==> config.mk <==
export PLATFORM = sky130hd
export DESIGN_NAME = sdram_port_arbiter
export DESIGN_NICKNAME = d
export VERILOG_FILES = /design/src/rtl/sdram_port_arbiter.sv
export SDC_FILE = /design/constraint.sdc
export NUM_CORES = 1
export LEC_CHECK = 0
export CORE_MARGIN = 5
export CORE_UTILIZATION = 50
export CTS_BUF_LIST = sky130_fd_sc_hd__clkbuf_2
export CTS_CLUSTER_DIAMETER = 50
export DETAILED_ROUTE_END_ITERATION = 6
export GPL_ROUTABILITY_DRIVEN = 0
export MAX_ROUTING_LAYER = met4
export PLACE_DENSITY = 0.73
export SLEW_MARGIN = 0
export SYNTH_ARGS = -nofsm -noshare
export SYNTH_HDL_FRONTEND = slang
export SYNTH_SLANG_ARGS = --single-unit
==> constraint.sdc <==
create_clock -name CLK -period 2.8 [get_ports CLK]
set_input_delay 0.42 -clock CLK [delete_from_list [all_inputs] [get_ports CLK]]
set_output_delay 0.42 -clock CLK [all_outputs]
set_load 0.01 [all_outputs]
==> src/rtl/sdram_port_arbiter.sv <==
// sdram_port_arbiter: grants the SDRAM controller to refresh, the sensor write
// FIFO, or one of two HDMI read FIFOs, and tracks one frame address per port.
// Ports:
//   CLK, RESET                        clock, synchronous active-high reset
//   REF_REQ / REF_ACK                 refresh request / one-cycle grant pulse
//   WR_LEVEL, RD1_LEVEL, RD2_LEVEL    FIFO fill levels
//   WR_FRAME, RD_FRAME                frame-start pulses (restart addresses)
//   CMD_VALID/TYPE/ADDR/LEN, CMD_ACK  command handshake to the controller
//   CMD_DONE                          burst/refresh completion pulse
//   BUSY                              a command is outstanding
module sdram_port_arbiter #(
    parameter int unsigned WR_LEN   = 64,
    parameter int unsigned RD_LEN   = 32,
    parameter int unsigned MAX_ADDR = 307200,
    parameter int unsigned RD_LOW   = 256,
    parameter int unsigned AW       = 23,
    parameter int unsigned LW       = 10
) (
    input  logic          CLK,
    input  logic          RESET,
    input  logic          REF_REQ,
    input  logic [LW-1:0] WR_LEVEL,
    input  logic [LW-1:0] RD1_LEVEL,
    input  logic [LW-1:0] RD2_LEVEL,
    input  logic          WR_FRAME,
    input  logic          RD_FRAME,
    input  logic          CMD_ACK,
    input  logic          CMD_DONE,
    output logic          CMD_VALID,
    output logic [1:0]    CMD_TYPE,
    output logic [AW-1:0] CMD_ADDR,
    output logic [7:0]    CMD_LEN,
    output logic          REF_ACK,
    output logic          BUSY
);

    localparam int unsigned AW1 = AW + 1;

    localparam logic [1:0] S_IDLE  = 2'd0;
    localparam logic [1:0] S_ISSUE = 2'd1;
    localparam logic [1:0] S_WAIT  = 2'd2;

    localparam logic [1:0] T_REF = 2'd0;
    localparam logic [1:0] T_WR  = 2'd1;
    localparam logic [1:0] T_RD1 = 2'd2;
    localparam logic [1:0] T_RD2 = 2'd3;

    logic [1:0]    r_state,     w_nxt_state;
    logic          r_cmd_valid, w_nxt_cmd_valid;
    logic [1:0]    r_cmd_type,  w_nxt_cmd_type;
    logic [AW-1:0] r_cmd_addr,  w_nxt_cmd_addr;
    logic [7:0]    r_cmd_len,   w_nxt_cmd_len;
    logic          r_ref_ack,   w_nxt_ref_ack;
    logic          r_busy,      w_nxt_busy;
    logic          r_rr_rd2,    w_nxt_rr_rd2;   // 1: read2 wins a read tie
    logic [AW-1:0] r_wr_addr,   w_nxt_wr_addr;
    logic [AW-1:0] r_rd1_addr,  w_nxt_rd1_addr;
    logic [AW-1:0] r_rd2_addr,  w_nxt_rd2_addr;
    logic          r_wr_pend,   w_nxt_wr_pend;
    logic          r_rd1_pend,  w_nxt_rd1_pend;
    logic          r_rd2_pend,  w_nxt_rd2_pend;

    logic w_req_wr, w_req_rd1, w_req_rd2;
    logic w_done_wr, w_done_rd1, w_done_rd2;
    logic w_act_wr, w_act_rd1, w_act_rd2;

    // Next burst address; a burst that would reach MAX_ADDR restarts at 0.
    function automatic logic [AW-1:0] f_advance(input logic [AW-1:0] a, input logic [AW1-1:0] len);
        logic [AW1-1:0] s;
        s = {1'b0, a} + len;
        return (s >= AW1'(MAX_ADDR)) ? '0 : s[AW-1:0];
    endfunction

    assign w_req_wr  = (WR_LEVEL >= LW'(WR_LEN));
    assign w_req_rd1 = (RD1_LEVEL < LW'(RD_LOW));
    assign w_req_rd2 = (RD2_LEVEL < LW'(RD_LOW));

    // A port is active while its command sits in ISSUE or WAIT_DONE.
    assign w_act_wr   = (r_state != S_IDLE) && (r_cmd_type == T_WR);
    assign w_act_rd1  = (r_state != S_IDLE) && (r_cmd_type == T_RD1);
    assign w_act_rd2  = (r_state != S_IDLE) && (r_cmd_type == T_RD2);
    assign w_done_wr  = (r_state == S_WAIT) && CMD_DONE && (r_cmd_type == T_WR);
    assign w_done_rd1 = (r_state == S_WAIT) && CMD_DONE && (r_cmd_type == T_RD1);
    assign w_done_rd2 = (r_state == S_WAIT) && CMD_DONE && (r_cmd_type == T_RD2);

    // Next-state, command and counter logic.
    always_comb begin
        w_nxt_state     = r_state;
        w_nxt_cmd_valid = r_cmd_valid;
        w_nxt_cmd_type  = r_cmd_type;
        w_nxt_cmd_addr  = r_cmd_addr;
        w_nxt_cmd_len   = r_cmd_len;
        w_nxt_ref_ack   = 1'b0;
        w_nxt_rr_rd2    = r_rr_rd2;
        w_nxt_wr_addr   = r_wr_addr;
        w_nxt_rd1_addr  = r_rd1_addr;
        w_nxt_rd2_addr  = r_rd2_addr;
        w_nxt_wr_pend   = r_wr_pend;
        w_nxt_rd1_pend  = r_rd1_pend;
        w_nxt_rd2_pend  = r_rd2_pend;

        case (r_state)
            S_IDLE: begin
                // A frame pulse in the grant cycle makes the burst start at 0.
                if (REF_REQ) begin
                    w_nxt_cmd_type = T_REF;
                    w_nxt_cmd_addr = '0;
                    w_nxt_cmd_len  = 8'd0;
                    w_nxt_state    = S_ISSUE;
                end else if (w_req_wr) begin
                    w_nxt_cmd_type = T_WR;
                    w_nxt_cmd_addr = WR_FRAME ? '0 : r_wr_addr;
                    w_nxt_cmd_len  = 8'(WR_LEN);
                    w_nxt_state    = S_ISSUE;
                end else if (w_req_rd1 && (!w_req_rd2 || !r_rr_rd2)) begin
                    w_nxt_cmd_type = T_RD1;
                    w_nxt_cmd_addr = RD_FRAME ? '0 : r_rd1_addr;
                    w_nxt_cmd_len  = 8'(RD_LEN);
                    w_nxt_rr_rd2   = 1'b1;
                    w_nxt_state    = S_ISSUE;
                end else if (w_req_rd2) begin
                    w_nxt_cmd_type = T_RD2;
                    w_nxt_cmd_addr = RD_FRAME ? '0 : r_rd2_addr;
                    w_nxt_cmd_len  = 8'(RD_LEN);
                    w_nxt_rr_rd2   = 1'b0;
                    w_nxt_state    = S_ISSUE;
                end
            end
            S_ISSUE: begin
                // First ISSUE cycle raises CMD_VALID; ACK only counts once presented.
                if (!r_cmd_valid) begin
                    w_nxt_cmd_valid = 1'b1;
                end else if (CMD_ACK) begin
                    w_nxt_cmd_valid = 1'b0;
                    w_nxt_ref_ack   = (r_cmd_type == T_REF);
                    w_nxt_state     = S_WAIT;
                end
            end
            S_WAIT: begin
                if (CMD_DONE) begin
                    w_nxt_state = S_IDLE;
                end
            end
            default: begin
                w_nxt_state     = S_IDLE;
                w_nxt_cmd_valid = 1'b0;
            end
        endcase

        w_nxt_busy = (w_nxt_state != S_IDLE);

        // Frame restart: immediate when idle, deferred to completion when active.
        if (w_done_wr) begin
            w_nxt_wr_addr = (r_wr_pend || WR_FRAME) ? '0 : f_advance(r_wr_addr, AW1'(WR_LEN));
            w_nxt_wr_pend = 1'b0;
        end else if (WR_FRAME) begin
            if (w_act_wr) w_nxt_wr_pend = 1'b1;
            else          w_nxt_wr_addr = '0;
        end

        if (w_done_rd1) begin
            w_nxt_rd1_addr = (r_rd1_pend || RD_FRAME) ? '0 : f_advance(r_rd1_addr, AW1'(RD_LEN));
            w_nxt_rd1_pend = 1'b0;
        end else if (RD_FRAME) begin
            if (w_act_rd1) w_nxt_rd1_pend = 1'b1;
            else           w_nxt_rd1_addr = '0;
        end

        if (w_done_rd2) begin
            w_nxt_rd2_addr = (r_rd2_pend || RD_FRAME) ? '0 : f_advance(r_rd2_addr, AW1'(RD_LEN));
            w_nxt_rd2_pend = 1'b0;
        end else if (RD_FRAME) begin
            if (w_act_rd2) w_nxt_rd2_pend = 1'b1;
            else           w_nxt_rd2_addr = '0;
        end
    end

    // State and output registers.
    always_ff @(posedge CLK) begin
        if (RESET) begin
            r_state     <= S_IDLE;
            r_cmd_valid <= 1'b0;
            r_cmd_type  <= T_REF;
            r_cmd_addr  <= '0;
            r_cmd_len   <= 8'd0;
            r_ref_ack   <= 1'b0;
            r_busy      <= 1'b0;
            r_rr_rd2    <= 1'b0;
            r_wr_addr   <= '0;
            r_rd1_addr  <= '0;
            r_rd2_addr  <= '0;
            r_wr_pend   <= 1'b0;
            r_rd1_pend  <= 1'b0;
            r_rd2_pend  <= 1'b0;
        end else begin
            r_state     <= w_nxt_state;
            r_cmd_valid <= w_nxt_cmd_valid;
            r_cmd_type  <= w_nxt_cmd_type;
            r_cmd_addr  <= w_nxt_cmd_addr;
            r_cmd_len   <= w_nxt_cmd_len;
            r_ref_ack   <= w_nxt_ref_ack;
            r_busy      <= w_nxt_busy;
            r_rr_rd2    <= w_nxt_rr_rd2;
            r_wr_addr   <= w_nxt_wr_addr;
            r_rd1_addr  <= w_nxt_rd1_addr;
            r_rd2_addr  <= w_nxt_rd2_addr;
            r_wr_pend   <= w_nxt_wr_pend;
            r_rd1_pend  <= w_nxt_rd1_pend;
            r_rd2_pend  <= w_nxt_rd2_pend;
        end
    end

    assign CMD_VALID = r_cmd_valid;
    assign CMD_TYPE  = r_cmd_type;
    assign CMD_ADDR  = r_cmd_addr;
    assign CMD_LEN   = r_cmd_len;
    assign REF_ACK   = r_ref_ack;
    assign BUSY      = r_busy;

endmodule

==> metrics.yaml <==
hold_path_depth: 3
finalMaxSlewViolations: 0
yosysWarnings: 0
netlist_area_um2: 4950
post-place-cells: 798
pre_cts_ws_ns: 0.178
cpLargestDelayFamily: "simple AND/OR/NAND/NOR gates"
area_growth_pct: 13.8
clock_skew_ns: 0.0384
setup.worst_path.class: "reg2reg"
yosysSeqAreaShare_pct: 34.0
postSynthAreaPerCell_um2: 7.64
max-vdd-ir-drop_v: 0.000201
rows: 36
cp-start-kind: "register"
numCtsBuffers: 9
path_clk_slew_ns: 0.26
ys_types: 61
finalWirelength_mm: 13.2
antenna_cells: 0
postPlaceCellArea_um2: 5510
hpwl_mm: 9.59
drc: 0
setup_viol: 0
die_width_um: 110
cts-root-buf: "clkbuf_2"
cts_buffer_depth: 2
status: "finished clean"
path_cells: "ha_1, nand3_1, nor4_2, mux2i_1, nor4_4, nand3_1, o211ai_1"
max_freq_mhz: 394
coreArea_um2: 9730
ctsHoldBuffers: 0
ys_seq_elements: 84
dieArea_um2: 12000
start_util_pct: 50.9
final_util_pct: 57.9
num_vias: 4975
track_usage_pct: 23.2
ios: 73
synth-edff-count: 0
path_common_cell: "nand3_1"
worstHoldStart: "CMD_ACK"
gr-total-overflow: 0
firstDrtPassIters: 5
grt_max_degree: 44
final_cells: 814
drt_iter0_markers: 409
finalCritPeriodShare_pct: 90.7
hold_class: "in2reg"
cp.required_ns: 3.29
timing.slew.headroom_pct: 31.3
crit-reg2reg-launch: "r_wr_addr[7]"
arrival_ns: 3.03
via_per_inst: 6.11
grt_pass1_vias: 4590
fin_area_um2: 5630
crit_path_top_delay_cell: "dfxtp_2"
cp_max_fo: 7
clock_latency_ns: 0.55
power_mw: 2.05
maxCapViolations: 0
final-hold-violation-count: 0
nets: 717
cts_tree: "done"
end_kind: "register"
r2r_cells: 7
p_leak_nw: 1.90
path_buf_inv: 0
timing.hold.ws_ns: 0.509
portBuffers: 44
tightest_slew_ns: 1.03
h-tree-depth: 3
layout_setup_ws_ns: 0.261
grt_pass1_wl_mm: 21.9
synth_flop_cell: "dfxtp_1"
path_depth: 7
synthCells: 648
clkSinkCount: 84
finalSetupTns_ns: 0
min_to: "REF_ACK"
power_density_nw_per_um2: 364
wl_per_cell_um: 16.3
antenna_found_initial: 0
drive_above_1_share_pct: 11.0
die_h_um: 110
min_period_ns: 2.54
async_flop_share_pct: 0
drtAntennaViolNets: 0
reg2reg_slack_ns: 0.26
r2r_end: "r_wr_addr[16]"
slowest_delay_ns: 0.47
==> area by class of cell <==
| type | count | area (um2) |
|---|---|---|
| sequential | 84 | 1680 |
| multi-input combinational | 490 | 2950 |
| clock buffer | 9 | 45.0 |
| inverter | 14 | 52.6 |
| tap | 133 | 166 |
| clock inverter | 7 | 51.3 |
| fill | 931 | 4100 |
| timing repair buffer | 77 | 688 |
==> worst max path at each step <==
stage	from	to	slack (ns)
after CTS	r_rd2_addr[5]	r_rd2_addr[16]	0.12
after detailed placement	r_rd2_addr[5]	r_rd2_addr[16]	0.18
final	r_wr_addr[7]	r_wr_addr[16]	0.26
after global routing	r_wr_addr[7]	r_wr_addr[9]	-0.04
after floorplan	r_rd2_addr[5]	r_rd2_addr[10]	0.45
after global placement	r_rd2_addr[5]	r_rd2_addr[16]	0.23
==> layout by cell type (no fill, tap or decap), types with 3 or more instances in the layout <==
cell type	instances
clkbuf_2	9
and3_1	26
clkinv_4	3
a41oi_1	5
buf_4	33
a211oi_1	19
a21oi_1	54
nor3b_1	8
o22ai_1	5
nand4_1	13
clkdlybuf4s50_1	44
nor2_1	46
o2111ai_1	12
o21ai_0	20
conb_1	6
o31ai_1	3
o41ai_1	3
nand2b_1	8
nand2_1	95
nor4_1	12
nor2b_1	10
xor2_1	7
xnor2_1	3
dfxtp_1	83
o211ai_1	11
ha_1	4
or3_1	3
nand3_1	27
inv_1	14
mux2i_1	9
and2_1	3
o211ai_2	8
nor3_1	20
o21a_1	4
a31oi_1	6
==> registers in the layout, summed over array words and instances, names as in the netlist <==
signal / cells
r_rd1_pend: 1
CMD_LEN: 2
CMD_TYPE: 1
r_rd1_addr: 18
r_state: 2
REF_ACK: 1
r_wr_addr: 17
CMD_VALID: 1
r_wr_pend: 1
BUSY: 1
CMD_ADDR: 19
r_rr_rd2: 1
r_rd2_pend: 1
r_rd2_addr: 18
==> tightest hold or removal path: stages <==
cell and delay [ns]:
clkdlybuf4s50_1 0.43, nand4b_1 0.13, nor4_1 0.05
==> cells by family after synthesis <==
group / after synthesis / synth area share (%)
AOI/OAI and AO/OA: 168 / 23.6
xor gates and xnor gates: 10 / 1.77
adders and majority gates: 4 / 1.01
buffers and inverters: 79 / 7.48
DFF: 84 / 34.0
muxes: 11 / 2.27
other: 1 / 0.0757
and+or+nand+nor: 291 / 29.9
==> per-layer routing <==
layer  part of all wire (%)  vias up  global-route usage (%)
met2                     46      193                    36.4
met1                     47     2347                    30.3
met5                      0        -                       -
met4                    2.1        0                    8.37
met3                    5.6       24                    3.70
li1                       -     2411                       -
==> synth_stat cells (all sizes together), types with 3 or more instances <==
library cell	n	share of area (%)
a211oi	21	3.3
a21oi	55	5.8
a31oi	6	0.76
a41oi	5	0.88
and2	3	0.38
and3	26	3.3
buf	30	3.7
clkbuf	35	2.7
dfxtp	84	34
ha	4	1.0
inv	14	1.1
mux2i	9	1.8
nand2	95	7.2
nand2b	8	1.0
nand3	29	3.2
nand4	13	1.6
nor2	46	3.5
nor2b	10	1.3
nor3	20	2.0
nor3b	8	1.2
nor4	14	2.1
o2111ai	12	2.1
o211ai	20	3.9
o21a	4	0.61
o21ai	22	2.4
o22ai	5	0.63
o31ai	4	0.61
o41ai	3	0.53
or3	3	0.38
or4	4	0.76
xnor2	3	0.53
xor2	7	1.2
==> what timing repair did <==
item	CTS	global route
gates resized for setup	0	5
setup endpoints to repair	0	16
buffers inserted	0	0
==> power breakdown <==
part / internal [mW] / switching, mW / total [mW]
sequential: 1.23 / 0.0196 / 1.25
combinational: 0.102 / 0.133 / 0.235
clock: 0.121 / 0.449 / 0.570
total: 1.45 / 0.602 / 2.05
No activity file was read; power rests on OpenSTA's default activity.
